<file path="config.mk">
export PLATFORM = sky130hd
export DESIGN_NAME = cic_ch_scheduler
export DESIGN_NICKNAME = d
export VERILOG_FILES = /design/src/rtl/cic_ch_scheduler_pkg.sv /design/src/rtl/cic_ch_scheduler_arb.sv /design/src/rtl/cic_ch_scheduler.sv
export SDC_FILE = /design/constraint.sdc
export NUM_CORES = 1
export LEC_CHECK = 0
export CAP_MARGIN = 15
export CORE_AREA = 5 5 277 279
export CTS_CLUSTER_SIZE = 16
export DETAILED_ROUTE_END_ITERATION = 8
export DIE_AREA = 0 0 282 284
export SKIP_CTS_REPAIR_TIMING = 1
export SLEW_MARGIN = 20
export SYNTH_ARGS = -nofsm -noshare
export SYNTH_HDL_FRONTEND = slang
export SYNTH_SLANG_ARGS = --single-unit
</file>
<file path="constraint.sdc">
create_clock -name CLK -period 6.8 [get_ports CLK]
set_input_delay 1.02 -clock CLK [delete_from_list [all_inputs] [get_ports CLK]]
set_output_delay 1.02 -clock CLK [all_outputs]
set_load 0.05 [all_outputs]
</file>
<file path="src/rtl/cic_ch_scheduler_pkg.sv">
// Shared definitions for the CIC channel scheduler: FSM encoding, config
// limits and the channel-index width used by the top and its arbiter.
package cic_ch_scheduler_pkg;

  localparam int MAX_DCEF = 255;
  localparam int CH_IDX_W = 4;

  typedef enum logic [2:0] {
    ST_IDLE      = 3'd0,
    ST_ISSUE_HI  = 3'd1,
    ST_ISSUE_LO  = 3'd2,
    ST_CFG_START = 3'd3,
    ST_CFG_WAIT  = 3'd4
  } sched_state_e;

  // Round-robin pointer advance: one past the granted channel, wrapping at num_ch.
  function automatic logic [CH_IDX_W-1:0] wrap_inc(input logic [CH_IDX_W-1:0] idx,
                                                   input int num_ch);
    if (int'(idx) >= num_ch - 1) return '0;
    else return idx + CH_IDX_W'(1);
  endfunction

endpackage

</file>
<file path="src/rtl/cic_ch_scheduler_arb.sv">
// Round-robin arbiter: picks the lowest requesting channel at or above rr_ptr,
// falling back to the lowest requesting channel overall when none is above.
module cic_rr_arbiter
  import cic_ch_scheduler_pkg::*;
#(
  parameter int NUM_CH = 16
) (
  input  logic [NUM_CH-1:0]   req,
  input  logic [CH_IDX_W-1:0] rr_ptr,
  output logic [NUM_CH-1:0]   grant,
  output logic [CH_IDX_W-1:0] grant_idx,
  output logic                any
);

  logic [CH_IDX_W-1:0] hi_idx;
  logic [CH_IDX_W-1:0] lo_idx;
  logic                hi_any;
  logic                lo_any;

  // Descending scan so the last hit written is the lowest index.
  always_comb begin
    hi_idx = '0;
    lo_idx = '0;
    hi_any = 1'b0;
    lo_any = 1'b0;
    for (int i = NUM_CH - 1; i >= 0; i--) begin
      if (req[i]) begin
        lo_idx = CH_IDX_W'(i);
        lo_any = 1'b1;
        if (CH_IDX_W'(i) >= rr_ptr) begin
          hi_idx = CH_IDX_W'(i);
          hi_any = 1'b1;
        end
      end
    end
  end

  always_comb begin
    grant     = '0;
    any       = lo_any;
    grant_idx = hi_any ? hi_idx : lo_idx;
    for (int i = 0; i < NUM_CH; i++) begin
      if (lo_any && (CH_IDX_W'(i) == grant_idx)) grant[i] = 1'b1;
    end
  end

endmodule

</file>
<file path="src/rtl/cic_ch_scheduler.sv">
// Schedules per-channel samples into a shared CIC decimator, one sample every
// three cycles, and interleaves decimation-factor reconfiguration requests.
module cic_ch_scheduler
  import cic_ch_scheduler_pkg::*;
#(
  parameter int MIDDLE_WIDTH = 37,
  parameter int NUM_CH       = 16,
  parameter int CFG_WIDTH    = 16,
  parameter int CFG_TIMEOUT  = 8
) (
  input  logic                         CLK,
  input  logic                         nRST,
  input  logic [NUM_CH-1:0]            ch_req,
  input  logic [NUM_CH-1:0]            ch_en,
  input  logic [NUM_CH*MIDDLE_WIDTH-1:0] ch_data,
  output logic [NUM_CH-1:0]            ch_ack,
  input  logic                         cfg_req,
  input  logic [CFG_WIDTH-1:0]         cfg_dcef,
  output logic                         cfg_busy,
  output logic                         cfg_err,
  output logic                         cic_isConfig,
  output logic [CFG_WIDTH-1:0]         cic_Data_Config_In,
  input  logic                         cic_isConfigDone,
  output logic [MIDDLE_WIDTH-1:0]      cic_Data_In,
  output logic                         cic_Data_In_Valid,
  output logic [CH_IDX_W-1:0]          cic_Data_In_ChIdx
);

  localparam int TMR_W = $clog2(CFG_TIMEOUT + 1);

  sched_state_e          state;
  logic [CH_IDX_W-1:0]   rr_ptr;
  logic [CFG_WIDTH-1:0]  dcef_q;
  logic                  cfg_pending;
  logic [TMR_W-1:0]      timer;

  logic [NUM_CH-1:0]     arb_grant;
  logic [CH_IDX_W-1:0]   arb_idx;
  logic                  arb_any;
  logic [MIDDLE_WIDTH-1:0] sel_data;
  logic                  cfg_take;
  logic                  cfg_ok;

  cic_rr_arbiter #(.NUM_CH(NUM_CH)) u_arb (
    .req       (ch_req & ch_en),
    .rr_ptr    (rr_ptr),
    .grant     (arb_grant),
    .grant_idx (arb_idx),
    .any       (arb_any)
  );

  always_comb begin
    sel_data = '0;
    for (int i = 0; i < NUM_CH; i++) begin
      if (arb_grant[i]) sel_data = ch_data[i*MIDDLE_WIDTH +: MIDDLE_WIDTH];
    end
  end

  assign cfg_take = cfg_req && !cfg_busy;
  assign cfg_ok   = (cfg_dcef != '0) && (cfg_dcef <= CFG_WIDTH'(MAX_DCEF));

  // All outputs are registered, so each pulse appears the cycle after the
  // state that decides it: ack while in ISSUE_HI, Valid while in ISSUE_LO.
  always_ff @(posedge CLK or negedge nRST) begin
    if (!nRST) begin
      state              <= ST_IDLE;
      rr_ptr             <= '0;
      dcef_q             <= '0;
      cfg_pending        <= 1'b0;
      timer              <= '0;
      ch_ack             <= '0;
      cfg_busy           <= 1'b0;
      cfg_err            <= 1'b0;
      cic_isConfig       <= 1'b0;
      cic_Data_Config_In <= '0;
      cic_Data_In        <= '0;
      cic_Data_In_Valid  <= 1'b0;
      cic_Data_In_ChIdx  <= '0;
    end else begin
      ch_ack            <= '0;
      cfg_err           <= 1'b0;
      cic_isConfig      <= 1'b0;
      cic_Data_In_Valid <= 1'b0;

      if (cfg_take) begin
        if (cfg_ok) begin
          cfg_busy    <= 1'b1;
          cfg_pending <= 1'b1;
          dcef_q      <= cfg_dcef;
        end else begin
          cfg_err <= 1'b1;
        end
      end

      case (state)
        ST_IDLE: begin
          if (cfg_pending || (cfg_take && cfg_ok)) begin
            state              <= ST_CFG_START;
            cic_isConfig       <= 1'b1;
            cic_Data_Config_In <= cfg_pending ? dcef_q : cfg_dcef;
            cfg_pending        <= 1'b0;
          end else if (arb_any) begin
            state             <= ST_ISSUE_HI;
            ch_ack            <= arb_grant;
            cic_Data_In       <= sel_data;
            cic_Data_In_ChIdx <= arb_idx;
            rr_ptr            <= wrap_inc(arb_idx, NUM_CH);
          end
        end
        ST_ISSUE_HI: begin
          cic_Data_In_Valid <= 1'b1;
          state             <= ST_ISSUE_LO;
        end
        ST_ISSUE_LO: state <= ST_IDLE;
        ST_CFG_START: begin
          timer <= '0;
          state <= ST_CFG_WAIT;
        end
        ST_CFG_WAIT: begin
          if (cic_isConfigDone) begin
            cfg_busy <= 1'b0;
            state    <= ST_IDLE;
          end else if (timer == TMR_W'(CFG_TIMEOUT - 1)) begin
            cfg_err  <= 1'b1;
            cfg_busy <= 1'b0;
            state    <= ST_IDLE;
          end else begin
            timer <= timer + TMR_W'(1);
          end
        end
        default: state <= ST_IDLE;
      endcase
    end
  end

endmodule

</file>
# Yosys cells after proc, flatten, opt, wreduce, memory -nomap -nowiden
# Cells that the tools add are included.
# Widths: inputs -> output; s select.
dict set report totals {
  input_bits 644
  output_inout_bits 77
  elab_cells 247
  reg_bits 105
}
dict set report classes {
  n_addsub 2
  order_cmp 18
  muxes 159
  n_reduce_logical 30
  bitwise_logic 2
  n_eq_ne 23
}
# cell n
set op_table {}
lappend op_table {{$mux 37} 16}
lappend op_table {{$mux 4} 52}
lappend op_table {{$mux 1} 81}
lappend op_table {{$mux 16} 4}
lappend op_table {{$eq 4x4->1 const A} 8}
lappend op_table {{$ge 4x4->1 const A} 8}
lappend op_table {{$logic_and 1x1->1} 19}
lappend op_table {{$and 16x16->16} 1}
lappend op_table {{$eq 3x4->1 const A} 4}
lappend op_table {{$ge 3x4->1 const A} 4}
lappend op_table {{$le 16x8->1 const B} 1}
lappend op_table {{$reduce_bool 16->1} 1}
lappend op_table {{$mux 3} 4}
lappend op_table {{$pmux 3 s4} 1}
lappend op_table {{$add 4x1->4 const B} 2}
lappend op_table {{$eq 2x4->1 const A} 2}
lappend op_table {{$ge 1x4->1 const A} 2}
lappend op_table {{$ge 2x4->1 const A} 2}
lappend op_table {{$pmux 4 s2} 1}
lappend op_table {{$reduce_and 2->1} 3}
lappend op_table {{$reduce_and 3->1} 2}
lappend op_table {{$eq 1x4->1 const A} 1}
lappend op_table {{$eq 4x3->1 const B} 1}
lappend op_table {{$ge 4x4->1 const B} 1}
lappend op_table {{other kinds (12)} 13}

# Logic depth before layout (Yosys ltp)
dict set report depth {
  word_depth 53
  depth_mapped 22
  ltp_nobuf 18
}

# Hierarchy
# A second synthesis with hierarchy kept.
dict set report hier_totals {
  hier_cells 1292
  area_unflattened_um2 10181.0
}
# mod n_inst seq_area_each_um2 cells_each area_each_um2
set by_module_without_submodules {}
lappend by_module_without_submodules {cic_ch_scheduler 1 2627.5 1162 9297.7}
lappend by_module_without_submodules {cic_rr_arbiter 1 0.0 130 883.3}

# Worst setup path after synthesis
# Ideal clock, no wire load.
dict set report synth_path {
  kind {in2reg}
  startpoint {in ch_en[4]}
  endpoint {reg cic_Data_In[35]}
  setup_slack_ps 2171
  path_buffers 3
  t_arrival_ps 4547
  setup_ps 82
  required_time_ps 6718
  cell_stages 19
  cell_sequence {and3b_1 a32o_1 or2_0 buf_2 nor4_1 nand2_1 o21ai_0 o21ai_0 inv_1 ha_1 clkbuf_1 inv_1 a31oi_1 clkbuf_1 nand2_1 a21oi_2 nor3_1 or4_1 o22ai_1}
}
dict set report synth_between {
  elab_chain_len 30
  word_cells_on_any_way 95
  cone_classes {15 x eq/ne; 61 x mux; 1 x bitwise; 18 x reduce/logical}
}
# item line_no
set synth_lines {}
lappend synth_lines {{start, declared} cic_ch_scheduler.sv:14} ;# input logic [NUM_CH-1:0] ch_en,
lappend synth_lines {{$and 16x16->16 (*)} cic_ch_scheduler.sv:45} ;# .req (ch_req & ch_en),
lappend synth_lines {{$mux 4 or $mux 1 (tied branches)} cic_ch_scheduler_arb.sv:27} ;# if (req[i]) begin
lappend synth_lines {{$mux 4 or $mux 1 (tied branches)} cic_ch_scheduler_arb.sv:30} ;# if (CH_IDX_W'(i) >= rr_ptr) begin
lappend synth_lines {{$mux 4 or $mux 1 (tied branches)} cic_ch_scheduler_arb.sv:27}
lappend synth_lines {{$mux 4 or $mux 1 (tied branches)} cic_ch_scheduler_arb.sv:30}
lappend synth_lines {{$mux 4 or $mux 1 (tied branches)} cic_ch_scheduler_arb.sv:27}
lappend synth_lines {{$mux 4 or $mux 1 (tied branches)} cic_ch_scheduler_arb.sv:30}
lappend synth_lines {{$mux 4 or $mux 1 (tied branches)} cic_ch_scheduler_arb.sv:27}
lappend synth_lines {{$mux 4 or $mux 1 (tied branches)} cic_ch_scheduler_arb.sv:30}
lappend synth_lines {{$mux 4 or $mux 1 (tied branches)} cic_ch_scheduler_arb.sv:27}
lappend synth_lines {{$mux 4 (*)} cic_ch_scheduler_arb.sv:41} ;# grant_idx = hi_any ? hi_idx : lo_idx;
lappend synth_lines {{net arb_idx[0]} cic_ch_scheduler.sv:38} ;# logic [CH_IDX_W-1:0] arb_idx;
lappend synth_lines {{$logic_not 4->1} cic_ch_scheduler_arb.sv:43} ;# if (lo_any && (CH_IDX_W'(i) == grant_idx)) grant[i] = 1'b1;
lappend synth_lines {{$logic_and 1x1->1} cic_ch_scheduler_arb.sv:43}
lappend synth_lines {{$mux 1} cic_ch_scheduler_arb.sv:43}
lappend synth_lines {{$mux 37 (15 in series)} cic_ch_scheduler.sv:55} ;# if (arb_grant[i]) sel_data = ch_data[i*MIDDLE_WIDTH +: MIDDLE_WIDTH];
lappend synth_lines {{$mux 37 (*)} cic_ch_scheduler.sv:55}
lappend synth_lines {{end signal, assigned} cic_ch_scheduler.sv:105} ;# cic_Data_In <= sel_data;
lappend synth_lines {{end, declared} cic_ch_scheduler.sv:24} ;# output logic [MIDDLE_WIDTH-1:0] cic_Data_In,
# The timed path passes the listed nets; every way through them passes the cells marked *.
# A chain may end at the register's enable or synchronous reset.

# Worst setup path in the final report
dict set report layout_path {
  startpoint {in ch_req[6]}
  endpoint {reg cic_Data_In[32]}
}
dict set report layout_between {
  elab_chain_len 34
  word_cells_on_any_way 107
  cone_classes {15 x eq/ne; 73 x mux; 1 x bitwise; 18 x reduce/logical}
}
# item line_no
set layout_lines {}
lappend layout_lines {{start, declared} cic_ch_scheduler.sv:13} ;# input logic [NUM_CH-1:0] ch_req,
lappend layout_lines {{$and 16x16->16 (*)} cic_ch_scheduler.sv:45}
lappend layout_lines {{$mux 4 or $mux 1 (tied branches)} cic_ch_scheduler_arb.sv:27}
lappend layout_lines {{$mux 4 or $mux 1 (tied branches)} cic_ch_scheduler_arb.sv:30}
lappend layout_lines {{$mux 4 or $mux 1 (tied branches)} cic_ch_scheduler_arb.sv:27}
lappend layout_lines {{$mux 4 or $mux 1 (tied branches)} cic_ch_scheduler_arb.sv:30}
lappend layout_lines {{$mux 4 or $mux 1 (tied branches)} cic_ch_scheduler_arb.sv:27}
lappend layout_lines {{$mux 4 or $mux 1 (tied branches)} cic_ch_scheduler_arb.sv:30}
lappend layout_lines {{$mux 4 or $mux 1 (tied branches)} cic_ch_scheduler_arb.sv:27}
lappend layout_lines {{(+3 left out)} n/a}
lappend layout_lines {{$mux 4 or $mux 1 (tied branches)} cic_ch_scheduler_arb.sv:27}
lappend layout_lines {{$mux 4 or $mux 1 (tied branches)} cic_ch_scheduler_arb.sv:30}
lappend layout_lines {{$mux 4 or $mux 1 (tied branches)} cic_ch_scheduler_arb.sv:27}
lappend layout_lines {{$mux 4} cic_ch_scheduler_arb.sv:41}
lappend layout_lines {{$logic_not 4->1} cic_ch_scheduler_arb.sv:43}
lappend layout_lines {{$logic_and 1x1->1} cic_ch_scheduler_arb.sv:43}
lappend layout_lines {{$mux 1} cic_ch_scheduler_arb.sv:43}
lappend layout_lines {{$mux 37 (16 in series)} cic_ch_scheduler.sv:55}
# Every way passes the cells marked *; elsewhere a longest branch is shown, timed or not.

==> summary.txt <==
Status = completed
Actual slew at the worst max-slew pin = 1.18 ns
Final hold viol count = 0
H-Tree Depth = 3
IO buf count = 720
Core ar. = 73900 µm²
Via count = 15200
CTS root buf = clkbuf_16
DR iter-0 viols = 1430
CP Capture Type = flop
First-pass GRT wire length = 120000 µm
Max-cap violations = 0
Synth Register Bits = 105
Sw frac = 0.592
Worst path slowest cell = a31oi_1
Setup violators final = 0
Clk slew on worst S/H paths = 0.09 ns
Tcrit/Tclk final = 0.933
Clk_lat worst skew = 0.39 ns
DIE AREA = 80100 µm²
Longest Clk Path Bufs = 2
Top_reg_cell synth = dfrtp_1
Syn Area/Cell = 7.63 µm²
Die W = 282 µm
Critical path class = primary input to flop
Mapped cell area = 10500 µm²
Synth-to-layout area growth = 84.3%
IO Pins = 721
Post-synth EDFFs = 0
Post-DP HPWL = 72500 µm
Most frequent cell after synthesis = nand2_1
Clock power share = 0.073
Internal = 3.19 mW
Sw Pwr = 4.64 mW
Gr usage total = 0.212
Chip height = 284 µm
Req. time, crit path = 7.04 ns
Leakage Power = 6.93 nW
Commonest cells in the synthesized netlist = nand2_1 (132), o21ai_0 (128), nor2_1 (124)
Sequential cell fraction of total power = 0.128
Setup Skew = 0.00935 ns
Crit path cell chain = clkdlybuf4s50_1 > nand2_1 > o31ai_1 > or2_0 > nor4_1 > nand2_1 > o21ai_0 > o21ai_0 > ha_1 > buf_4 > inv_1 > a31oi_1 > nand2_1 > o21ai_0 > a21oi_1 > a2111oi_1 > a21oi_1
Slowest stage delay, CP = 0.87 ns
Final Max Tran Viols = 0
Met1 WL = 36500 µm
Yosys warns = 0
CTS tree = done
Initial antenna violation count = 24
Fmax achieved = 158 MHz
DR top layer = met5
CTS sink cnt = 105
# DRC = 0
DR WL met2 = 43300 µm
Post-synthesis cell type count = 81
Met3 WL = 9230 µm
Sequential cell area fraction in the yosys report = 0.251
Hold Crit Class = flop to flop
Slew headroom = 0.207
Total CTS buffers = 9
Drt pass-1 iters = 9
Largest net degree at the start of global routing = 59
Syn nets = 2022
Vias per cell = 5.02
RSZ-0062 raised after global routing = no
Final net count = 2691
Dominant cell type by area after synthesis = dfrtp_1
Critical Path Start Type = primary input
Ys async rst share = 1.00
Synth Instances = 1373
Max Fanout on Critical Path = 16
Proportion of layout cells with a drive suffix above 1 = 0.0718
Period minus WS final = 6.35 ns
Pwr Total = 7.83 mW
Vias in the first global route = 15300
Initial Utilization = 0.142
Placer Congestion = 0.929
Final WL = 90700 µm
PwrDens = 405 nW/µm²
ANT nets after route = 0
Area contributors post-synth = dfrtp_1 (25%), o21ai_0 (6.1%), o22ai_1 (5.7%), nor3_1 (4.9%), nand2_1 (4.7%)
Synth top area share = 0.251
Comb power frac = 0.799
Total grt overflow = 0
Rows = 100
CP arrival = 6.59 ns
Wire length per cell = 30.0 µm
Peak VDD IR = 0.230 mV
TNS Setup = 0 ns
-- metal layers --
metal,track usage,up-vias
met5,0,-
met4,0.0479,14
met3,0.0645,126
met2,0.358,943
met1,0.265,7346
li1,-,6788
-- worst max-delay path: cells and delay by family --
kind	cells	cell delay [ns]
fa+ha+maj	1	0.28
buf+inv	3	0.81
simple gates	5	1.28
compound gates	8	3.21
-- final timing paths --
check                                      startpoint                     to  slack, ns  cells after the start
worst max-delay path                        ch_req[6]        cic_Data_In[32]       0.45                     17
worst min-delay path            cic_Data_Config_In[3]  cic_Data_Config_In[3]       0.48                      2
worst max register to register              rr_ptr[1]        cic_Data_In[32]       0.72                     16
worst min register to register  cic_Data_Config_In[3]  cic_Data_Config_In[3]       0.48                      2
max in group asynchronous                        nRST         cic_Data_In[2]       4.94                      2
min in group asynchronous                        nRST  cic_Data_Config_In[2]       0.61                      1
-- logic make-up (layout without fill, tap and decap cells) --
group | after synthesis | in the layout | synth area share
adder cells (fa/ha/maj) | 5 | 5 | 0.00597
buffers and inverters | 138 | 812 | 0.0652
other | 0 | 13 | 0
multiplexers | 55 | 55 | 0.0535
flip-flops | 105 | 105 | 0.251
XOR/XNOR | 2 | 2 | 0.00167
AND/OR/NAND/NOR | 523 | 523 | 0.253
AO/OA/AOI/OAI | 545 | 545 | 0.370
-- layout make-up --
type | instances | area, µm²
antenna | 13 | 32.5
clock buffer | 10 | 229
clock inverter | 6 | 57.6
fill | 8172 | 54600
inverter | 8 | 30.0
multi-input combinational | 1130 | 7330
sequential | 105 | 2630
tap | 969 | 1210
timing repair buffer | 788 | 7790
-- cells in the final DEF, fill, tap and decap left out, types with 10 or more instances in the layout --
cell type,n
a221oi_1,10
nand3_1,18
diode_2,13
clkdlybuf4s50_1,719
nor4_1,48
a211o_1,15
dfrtp_1,105
nand2b_1,11
a31oi_1,12
mux2i_1,47
and2_1,12
a211oi_1,52
a222oi_1,26
buf_4,62
nand2_1,131
o22ai_1,95
a221o_1,33
nor2_1,122
a22o_1,31
o211ai_1,10
nor3_1,101
o21ai_0,128
a21oi_1,50
-- power by group through the flow --
stage / clock network [mW] / registers (mW) / logic [mW]
after detailed placement: 0 / 1.01 / 6.19
after global placement: 0 / 1.01 / 6.17
final: 0.574 / 1.00 / 6.25
after global routing: 0.622 / 1.02 / 6.58
after floorplan: 0 / 1.48 / 2.94
after CTS: 0.609 / 1.00 / 6.21
-- metrics by stage --
step,instances,cell area [µm²],utilization,worst slack (ns),hold slack (ns)
finish,3029,19300,0.261,0.452,0.485
floorplan,1373,10500,-,2.17,0.453
CTS,3016,19300,0.261,0.730,0.490
global route,3019,19300,0.261,0.302,0.501
global placement,2999,19000,0.257,0.312,0.461
detailed placement,3000,19000,0.257,0.308,0.470
-- registers in the layout (all words and copies together), names as in the netlist --
register,cells
dcef_q,16
ch_ack,16
cfg_pending,1
state,3
timer,4
cfg_err,1
cic_Data_In_ChIdx,4
cic_Data_Config_In,16
cic_Data_In_Valid,1
cic_isConfig,1
rr_ptr,4
cfg_busy,1
cic_Data_In,37
Power figures use the tool's default switching activity.
